### src/rtl/root_child_sequencer.sv
// Root sequencer that launches NUM_CHILD child blocks, either one at a time
// or all together, waits for their completion and reports per-run status
// (completion mask, timeout error and the index of the child that timed out).
module root_child_sequencer #(
  parameter int NUM_CHILD = 5,
  parameter int TIMEOUT_W = 8,
  localparam int IDX_W = ($clog2(NUM_CHILD) < 1) ? 1 : $clog2(NUM_CHILD)
) (
  input  logic                 clk,
  input  logic                 rst,
  input  logic                 start,
  input  logic                 par_mode,
  input  logic [TIMEOUT_W-1:0] timeout_lim,
  output logic [NUM_CHILD-1:0] child_start,
  input  logic [NUM_CHILD-1:0] child_done,
  output logic                 busy,
  output logic                 done,
  output logic                 err,
  output logic [IDX_W-1:0]     err_idx,
  output logic [NUM_CHILD-1:0] done_mask
);

  typedef enum logic [1:0] {
    S_IDLE   = 2'd0,
    S_LAUNCH = 2'd1,
    S_WAIT   = 2'd2,
    S_FINISH = 2'd3
  } state_t;

  state_t               state_q, state_d;
  logic [IDX_W-1:0]     cur_q, cur_d;
  logic [TIMEOUT_W-1:0] cnt_q, cnt_d;
  logic [TIMEOUT_W-1:0] lim_q, lim_d;
  logic                 par_q, par_d;
  logic                 err_q, err_d;
  logic [IDX_W-1:0]     err_idx_q, err_idx_d;
  logic [NUM_CHILD-1:0] mask_q, mask_d;

  logic [NUM_CHILD-1:0] mask_upd;
  logic [NUM_CHILD-1:0] cur_onehot;
  logic [IDX_W-1:0]     first_zero;
  logic [TIMEOUT_W-1:0] cnt_inc;
  logic                 completed;

  // Helper terms: one-hot of current child, parallel mask update and the
  // lowest child still outstanding after this cycle's update.
  always_comb begin
    cur_onehot = {{(NUM_CHILD-1){1'b0}}, 1'b1} << cur_q;
    mask_upd   = mask_q | child_done;
    cnt_inc    = cnt_q + TIMEOUT_W'(1);
    first_zero = '0;
    for (int unsigned i = NUM_CHILD; i > 0; i--) begin
      if (!mask_upd[i-1]) first_zero = IDX_W'(i - 1);
    end
  end

  // Next-state and output decode; completion is evaluated before the
  // timeout so a same-cycle completion always wins.
  always_comb begin
    state_d     = state_q;
    cur_d       = cur_q;
    cnt_d       = cnt_q;
    lim_d       = lim_q;
    par_d       = par_q;
    err_d       = err_q;
    err_idx_d   = err_idx_q;
    mask_d      = mask_q;
    completed   = 1'b0;
    child_start = '0;
    busy        = (state_q != S_IDLE);
    done        = (state_q == S_FINISH);
    case (state_q)
      S_IDLE: begin
        if (start) begin
          state_d   = S_LAUNCH;
          par_d     = par_mode;
          lim_d     = timeout_lim;
          err_d     = 1'b0;
          err_idx_d = '0;
          mask_d    = '0;
          cur_d     = '0;
        end
      end
      S_LAUNCH: begin
        child_start = par_q ? '1 : cur_onehot;
        cnt_d       = '0;
        state_d     = S_WAIT;
      end
      S_WAIT: begin
        if (par_q) begin
          mask_d = mask_upd;
          if (&mask_upd) begin
            completed = 1'b1;
            state_d   = S_FINISH;
          end
        end else if (child_done[cur_q]) begin
          completed      = 1'b1;
          mask_d[cur_q]  = 1'b1;
          if (cur_q == IDX_W'(NUM_CHILD - 1)) begin
            state_d = S_FINISH;
          end else begin
            cur_d   = cur_q + IDX_W'(1);
            state_d = S_LAUNCH;
          end
        end
        if (!completed && (lim_q != '0)) begin
          if (cnt_inc == lim_q) begin
            err_d     = 1'b1;
            err_idx_d = par_q ? first_zero : cur_q;
            state_d   = S_FINISH;
          end else begin
            cnt_d = cnt_inc;
          end
        end
      end
      S_FINISH: begin
        state_d = S_IDLE;
      end
      default: begin
        state_d = S_IDLE;
      end
    endcase
  end

  // State and status registers with synchronous reset.
  always_ff @(posedge clk) begin
    if (rst) begin
      state_q   <= S_IDLE;
      cur_q     <= '0;
      cnt_q     <= '0;
      lim_q     <= '0;
      par_q     <= 1'b0;
      err_q     <= 1'b0;
      err_idx_q <= '0;
      mask_q    <= '0;
    end else begin
      state_q   <= state_d;
      cur_q     <= cur_d;
      cnt_q     <= cnt_d;
      lim_q     <= lim_d;
      par_q     <= par_d;
      err_q     <= err_d;
      err_idx_q <= err_idx_d;
      mask_q    <= mask_d;
    end
  end

  assign err       = err_q;
  assign err_idx   = err_idx_q;
  assign done_mask = mask_q;

endmodule

### config.mk
export PLATFORM = sky130hd
export DESIGN_NAME = root_child_sequencer
export DESIGN_NICKNAME = d
export VERILOG_FILES = /design/src/rtl/root_child_sequencer.sv
export SDC_FILE = /design/constraint.sdc
export NUM_CORES = 1
export LEC_CHECK = 0
export CAP_MARGIN = 20
export CORE_ASPECT_RATIO = 1.1
export CORE_MARGIN = 5
export CORE_UTILIZATION = 46
export CTS_CLUSTER_SIZE = 10
export DETAILED_ROUTE_END_ITERATION = 6
export GPL_ROUTABILITY_DRIVEN = 0
export PLACE_DENSITY = 0.72
export SLEW_MARGIN = 20
export SYNTH_ARGS = -nofsm -noshare
export SYNTH_HDL_FRONTEND = slang
export SYNTH_SLANG_ARGS = --single-unit
### constraint.sdc
create_clock -name clk -period 5.03 [get_ports clk]
set_input_delay 1.509 -clock clk [delete_from_list [all_inputs] [get_ports clk]]
set_output_delay 1.509 -clock clk [all_outputs]
set_load 0.05 [all_outputs]
==> results.ini <==
[timing]
period_share_pct = 78.8
fmax_mhz = 252
fin_ws_ps = 1070
fin_crit_ps = 3960
final-hold-violation-count = 0
skew_ps = 5.37
setup_tns_ps = 0
setup_viol = 0
drv_slew = 0
worst_pin_slew_ps = 931
rsz0062_at_grt = false
max-slew-margin-rel_pct = 37.8

[placed_design]
dpl_worst_slack_ps = 1250
place.port_buffers = 32
placed_area_um2 = 2290
hpwl_um = 3420

[worst_setup_path]
crit_path_max_fanout = 12
critPathLaunchType = flip-flop
cp_data_required_time_ps = 3520
crit_type = flip-flop to primary output
crit_arrival_ps = 2450
endpoint_kind = primary output

[clocking]
clkTransAtPathRegs_ps = 70
clk_latency_ps = 280
cts_tree = yes
numCtsBuffers = 5
root_buffer = clkbuf_8
cts-htree-levels = 2
cts-resized-gates = 0
cts_hold_buffers = 0
clock-sinks = 31
cts_buffer_depth = 2
cts_setup_buffers = 0

[floorplan]
dieArea_um2 = 5760
pin_count = 33
chipWidth_um = 72.8
core_area_um2 = 4250
initial_core_util_pct = 46.9
rows = 25
fp.dieH_um = 79.1

[routing]
routed_wirelength_um = 4870
wire_per_inst_um = 14.5
drc = 0
first_iter_violations = 93
ant_nets = 0
drt_first_pass_iters = 4
vias_per_cell = 5.78
vias = 1947

[layout]
drive_above_1_share_pct = 6.01
diodes = 0
finish.utilization_pct = 56.1
layout.nets = 305
area_growth_syn_to_layout_pct = 19.5
design_area_um2 = 2380

[global_route]
grt_pass1_wl_um = 8490
antenna_found_initial = 0
gr-total-overflow = 0
grt_pass1_vias = 1828
grt_usage_pct = 18.4
grt_start_max_net_pins = 32

[synthesis]
syn_area_per_cell_um2 = 7.68
syn_area_um2 = 2000
ys.flop_type = dfxtp_1
syn_inst = 260
syn-num-nets = 283
yosysUniqueCellTypes = 55
synth_edf_count = 0
synth-seq-cells = 31
seq_area_frac_synth_pct = 31.1
synthArstFlopShare_pct = 0
yosysWarningCount = 0
yosysMostFrequentCell = nand2_1
synth.largest_area_cell = dfxtp_1
ys_top_cells_by_count = nand2_1 (43), dfxtp_1 (31), a21oi_1 (25)
ys_top_cells_by_area = dfxtp_1 (31%), nand2_1 (8.1%), a21oi_1 (6.3%)
synth_top_area_share_pct = 31.1

[run]
maxCapViolCount = 0

[power]
ir_worst_vdd_mv = 0.130
p_per_area_nw_per_um2 = 245
leakage_nw = 0.839
power_w = 0.000585

[hold_path]
hold_path.class = flip-flop to flip-flop

[outcome]
status = complete, no violations

[flip-flops by register name, summed over array words and instances (netlist names)]
name,flops
cur_q,3
done_mask,5
err_idx,3
cnt_q,8
err,1
state_q,2
lim_q,8
par_q,1
[path summary, 6_finish.rpt]
path                              start                      end  slack, ps  depth (start not counted)
setup / recovery  cur_q[1]$_SDFFE_PP0P_           child_start[4]       1070                          5
hold / removal         err$_SDFFE_PP0P_         err$_SDFFE_PP0P_        460                          2
setup reg to reg  cnt_q[3]$_SDFFE_PP0P_  err_idx[2]$_SDFFE_PP0P_       2280                          7
hold reg to reg        err$_SDFFE_PP0P_         err$_SDFFE_PP0P_        460                          2
[placed cells by master, fill, tap and decap left out, types with 2 or more instances in the layout]
cell type        synthesis  layout
dfxtp_1                 31      31
xor2_1                   4       4
ha_1                     6       6
or4_1                    4       4
a31oi_1                  7       7
and4_1                   2       2
nor4_1                   2       2
a221oi_1                 2       2
a21oi_1                 25      25
clkdlybuf4s50_1          0      32
nor3b_1                  2       2
nand2b_1                 3       3
o41ai_1                  2       2
nor2b_1                  4       4
xnor2_1                  5       5
o2111ai_1                2       2
o211ai_1                 4       4
nor2_1                  16      16
clkbuf_8                 0       5
nor3_1                   5       5
nand4b_1                 3       3
nand3_1                 11      11
a311oi_1                 2       2
nand4_1                  3       3
nand2_1                 43      43
a211o_1                  2       2
mux2i_1                  2       2
o21ai_0                  7       7
clkinv_2                 0       3
a21o_1                   3       3
o22ai_1                  2       2
a31o_2                   2       2
a211oi_1                 3       3
inv_1                    9       9
and2_1                   4       4
[through the flow]
stage                     std cells  hold slack, ps
after global routing            337             485
final                           337             458
after global placement          328             444
after floorplan                 260             461
after CTS                       336             464
after detailed placement        328             455
[power by group]
part	internal [W]	leakage, nW	switching (W)
clock network	0.0000945	0.0477	0.0000940
registers	0.000255	0.252	0.0000138
logic	0.0000492	0.539	0.0000781
total	0.000399	0.839	0.000186
[critical path: stages (launching register included)]
cell and delay [ps]:
dfxtp_1 590, inv_1 200, ha_1 240, a21oi_1 330, nor2_1 80, clkdlybuf4s50_1 720
[kinds of logic after synthesis]
family,Yosys count,synth area share (%)
AOI/OAI and AO/OA,72,23.8
xor gates and xnor gates,9,3.95
adders and majority gates,6,3.76
buffers and inverters,28,6.77
DFF,31,31.1
muxes,3,1.76
and+or+nand+nor,111,28.8
[cell type report]
| type | instances | area [um^2] |
|---|---|---|
| Clock inverter | 3 | 15.0 |
| Fill cell | 419 | 1870 |
| Tap cell | 54 | 67.6 |
| Timing Repair Buffer | 34 | 339 |
| Clock buffer | 5 | 68.8 |
| Sequential cell | 31 | 621 |
| Multi-Input combinational cell | 201 | 1240 |
| Inverter | 9 | 33.8 |
[metal layers]
layer | up-vias | GRT usage [%] | share of wire (%)
met5 | - | 0 | 0
li1 | 990 | - | -
met3 | 8 | 3.54 | 3.1
met2 | 43 | 30.9 | 50
met4 | 0 | 8.30 | 2.1
met1 | 906 | 22.3 | 45
(Power assumes the default switching activity.)
==> patch: new RTL, same flow settings <==
`NUM_CHILD`: 5 -> 10.
--- a/src/rtl/root_child_sequencer.sv
+++ b/src/rtl/root_child_sequencer.sv
@@ -2,7 +2,7 @@
 // or all together, waits for their completion and reports per-run status
 // (completion mask, timeout error and the index of the child that timed out).
 module root_child_sequencer #(
-  parameter int NUM_CHILD = 5,
+  parameter int NUM_CHILD = 10,
   parameter int TIMEOUT_W = 8,
   localparam int IDX_W = ($clog2(NUM_CHILD) < 1) ? 1 : $clog2(NUM_CHILD)
 ) (
Interface: changed (resized child_done, child_start, done_mask and err_idx); port bits go from 33 to 49. The function was not compared with the original's and may differ.
==> patch against the unedited design <==
  * Worst setup slack got worse by 30 ps
  * Global-route usage is 2.2 points higher
  * Sequential cell count rose by 7
  * Power is 74% higher
  * Synthesized area rose by 30%
  * Core utilization grew 2.4 points
  * Non-clock buffer count grew 16
  * Critical path depth shrank 1
  * Final area rose by 33%
  * Combinational power rose to 3.6 times the old value
  * Wire length is 49% higher
  * Largest cell class unchanged
  * Highest routed layer unchanged
==> patch: results (changes against the unedited design) <==
metric	value	unit	change
p_seq_share	34.4	%	-12 points
fin_cells	462		+37%
placed_cell_area	0.00308	mm2	+35%
drtPass1Iterations	7		+3
synth_area_leaders	dfxtp_1 29%, a21oi_1 7.6%, ha_1 5.8%		
relSlewSlack	35.0	%	-2.8 points
buffer_area_share	15.6	%	+1.4 points
clk_share	2.88	%	-0.64 points
seq_share	23.9	%	-2.1 points
post-place-cells	454		+38%
nets	420		+38%
multi_input_comb_area	0.00167	mm2	+35%
synth_fp_nets	382		+35%
synth_cells	348		+34%
gr-usage-all-layers	20.6	%	+2.2 points
p_sw	0.000432	W	+130%
wl_met3	532	um	+260%
grt_util_met3	3.46	%	-0.082 points
nNonClkInverters	17		+8
htree_levels	2		unchanged
synth_common_cells	40 x nand2_1, 39 x a21oi_1, 38 x dfxtp_1, 38 x nor2_1, 16 x inv_1		
drt-initial-drc-count	189		+100%
synthArstFlopShare	0	%	unchanged
drive_above_1_share	4.91	%	-1.1 points
grt_pass1_wl	11.7	mm	+38%
wl_per_cell	15.7	um	+8.6%
use_met2	35.2	%	+4.3 points
grt_max_degree	22		-31%
fill_cells	516		+23%
gr-usage-met1	26.0	%	+3.7 points
nNonClkBuffers	50		+47%
regArea	761	um2	+23%
port_buffers	48		+50%
multi_input_gates	274		+36%
nClkBuffers	7		+2
pg_seq	0.000351	W	+30%
ys_seq_area_share	29.4	%	-1.7 points
irDropWorstVdd	174	uV	+34%
clk_path_buf_depth	2		unchanged
route.met2.wl	3.50	mm	+45%
fin_skew	5.40	ps	+0.0312 ps
outcome	finished, final reports clean		
largest_reg_flops	10		
synth.ff_latch_count	38		+23%
p_leak	1.07	nW	+27%
synth_area	0.00258	mm2	+30%
hp-class	reg2reg		
via_count	2707		+39%
crit_path_max_fanout	11		-1
cp.arrival	2480	ps	+30 ps
top_layer	met4		
grt_pass1_vias	2460		+35%
wl_met1	3.09	mm	+40%
pwr-share-clk	21.3	%	-11 points
dp_slack	1160	ps	-88.2 ps
place_hpwl	5.34	mm	+56%
## patch: logic make-up (layout without fill, tap and decap cells)
family / after synthesis / after routing / synth area share (%)
compound gates: 98 / 98 / 24.1
xor+xnor: 8 / 8 / 2.71
fa+ha+maj: 12 / 12 / 5.81
buf+inv: 36 / 75 / 6.10
flops: 38 / 38 / 29.4
mux: 7 / 7 / 2.95
simple gates: 149 / 149 / 28.9
## patch: path summary, 6_finish.rpt
kind / start / to / slack [ps] / depth (start not counted)
setup / recovery: cur_q[2]$_SDFFE_PP0P_ / child_start[6] / 1040 / 4
hold / removal: err$_SDFFE_PP0P_ / err$_SDFFE_PP0P_ / 470 / 2
setup reg to reg: state_q[0]$_SDFFE_PP0P_ / err_idx[2]$_SDFFE_PP0P_ / 2000 / 6
hold reg to reg: err$_SDFFE_PP0P_ / err$_SDFFE_PP0P_ / 470 / 2
## patch: worst max-delay path, cell delays in order, from the launching register on
cell	delay, ps
dfxtp_1	610
nor2b_1	390
nand2_1	160
a21boi_0	200
clkdlybuf4s50_1	830
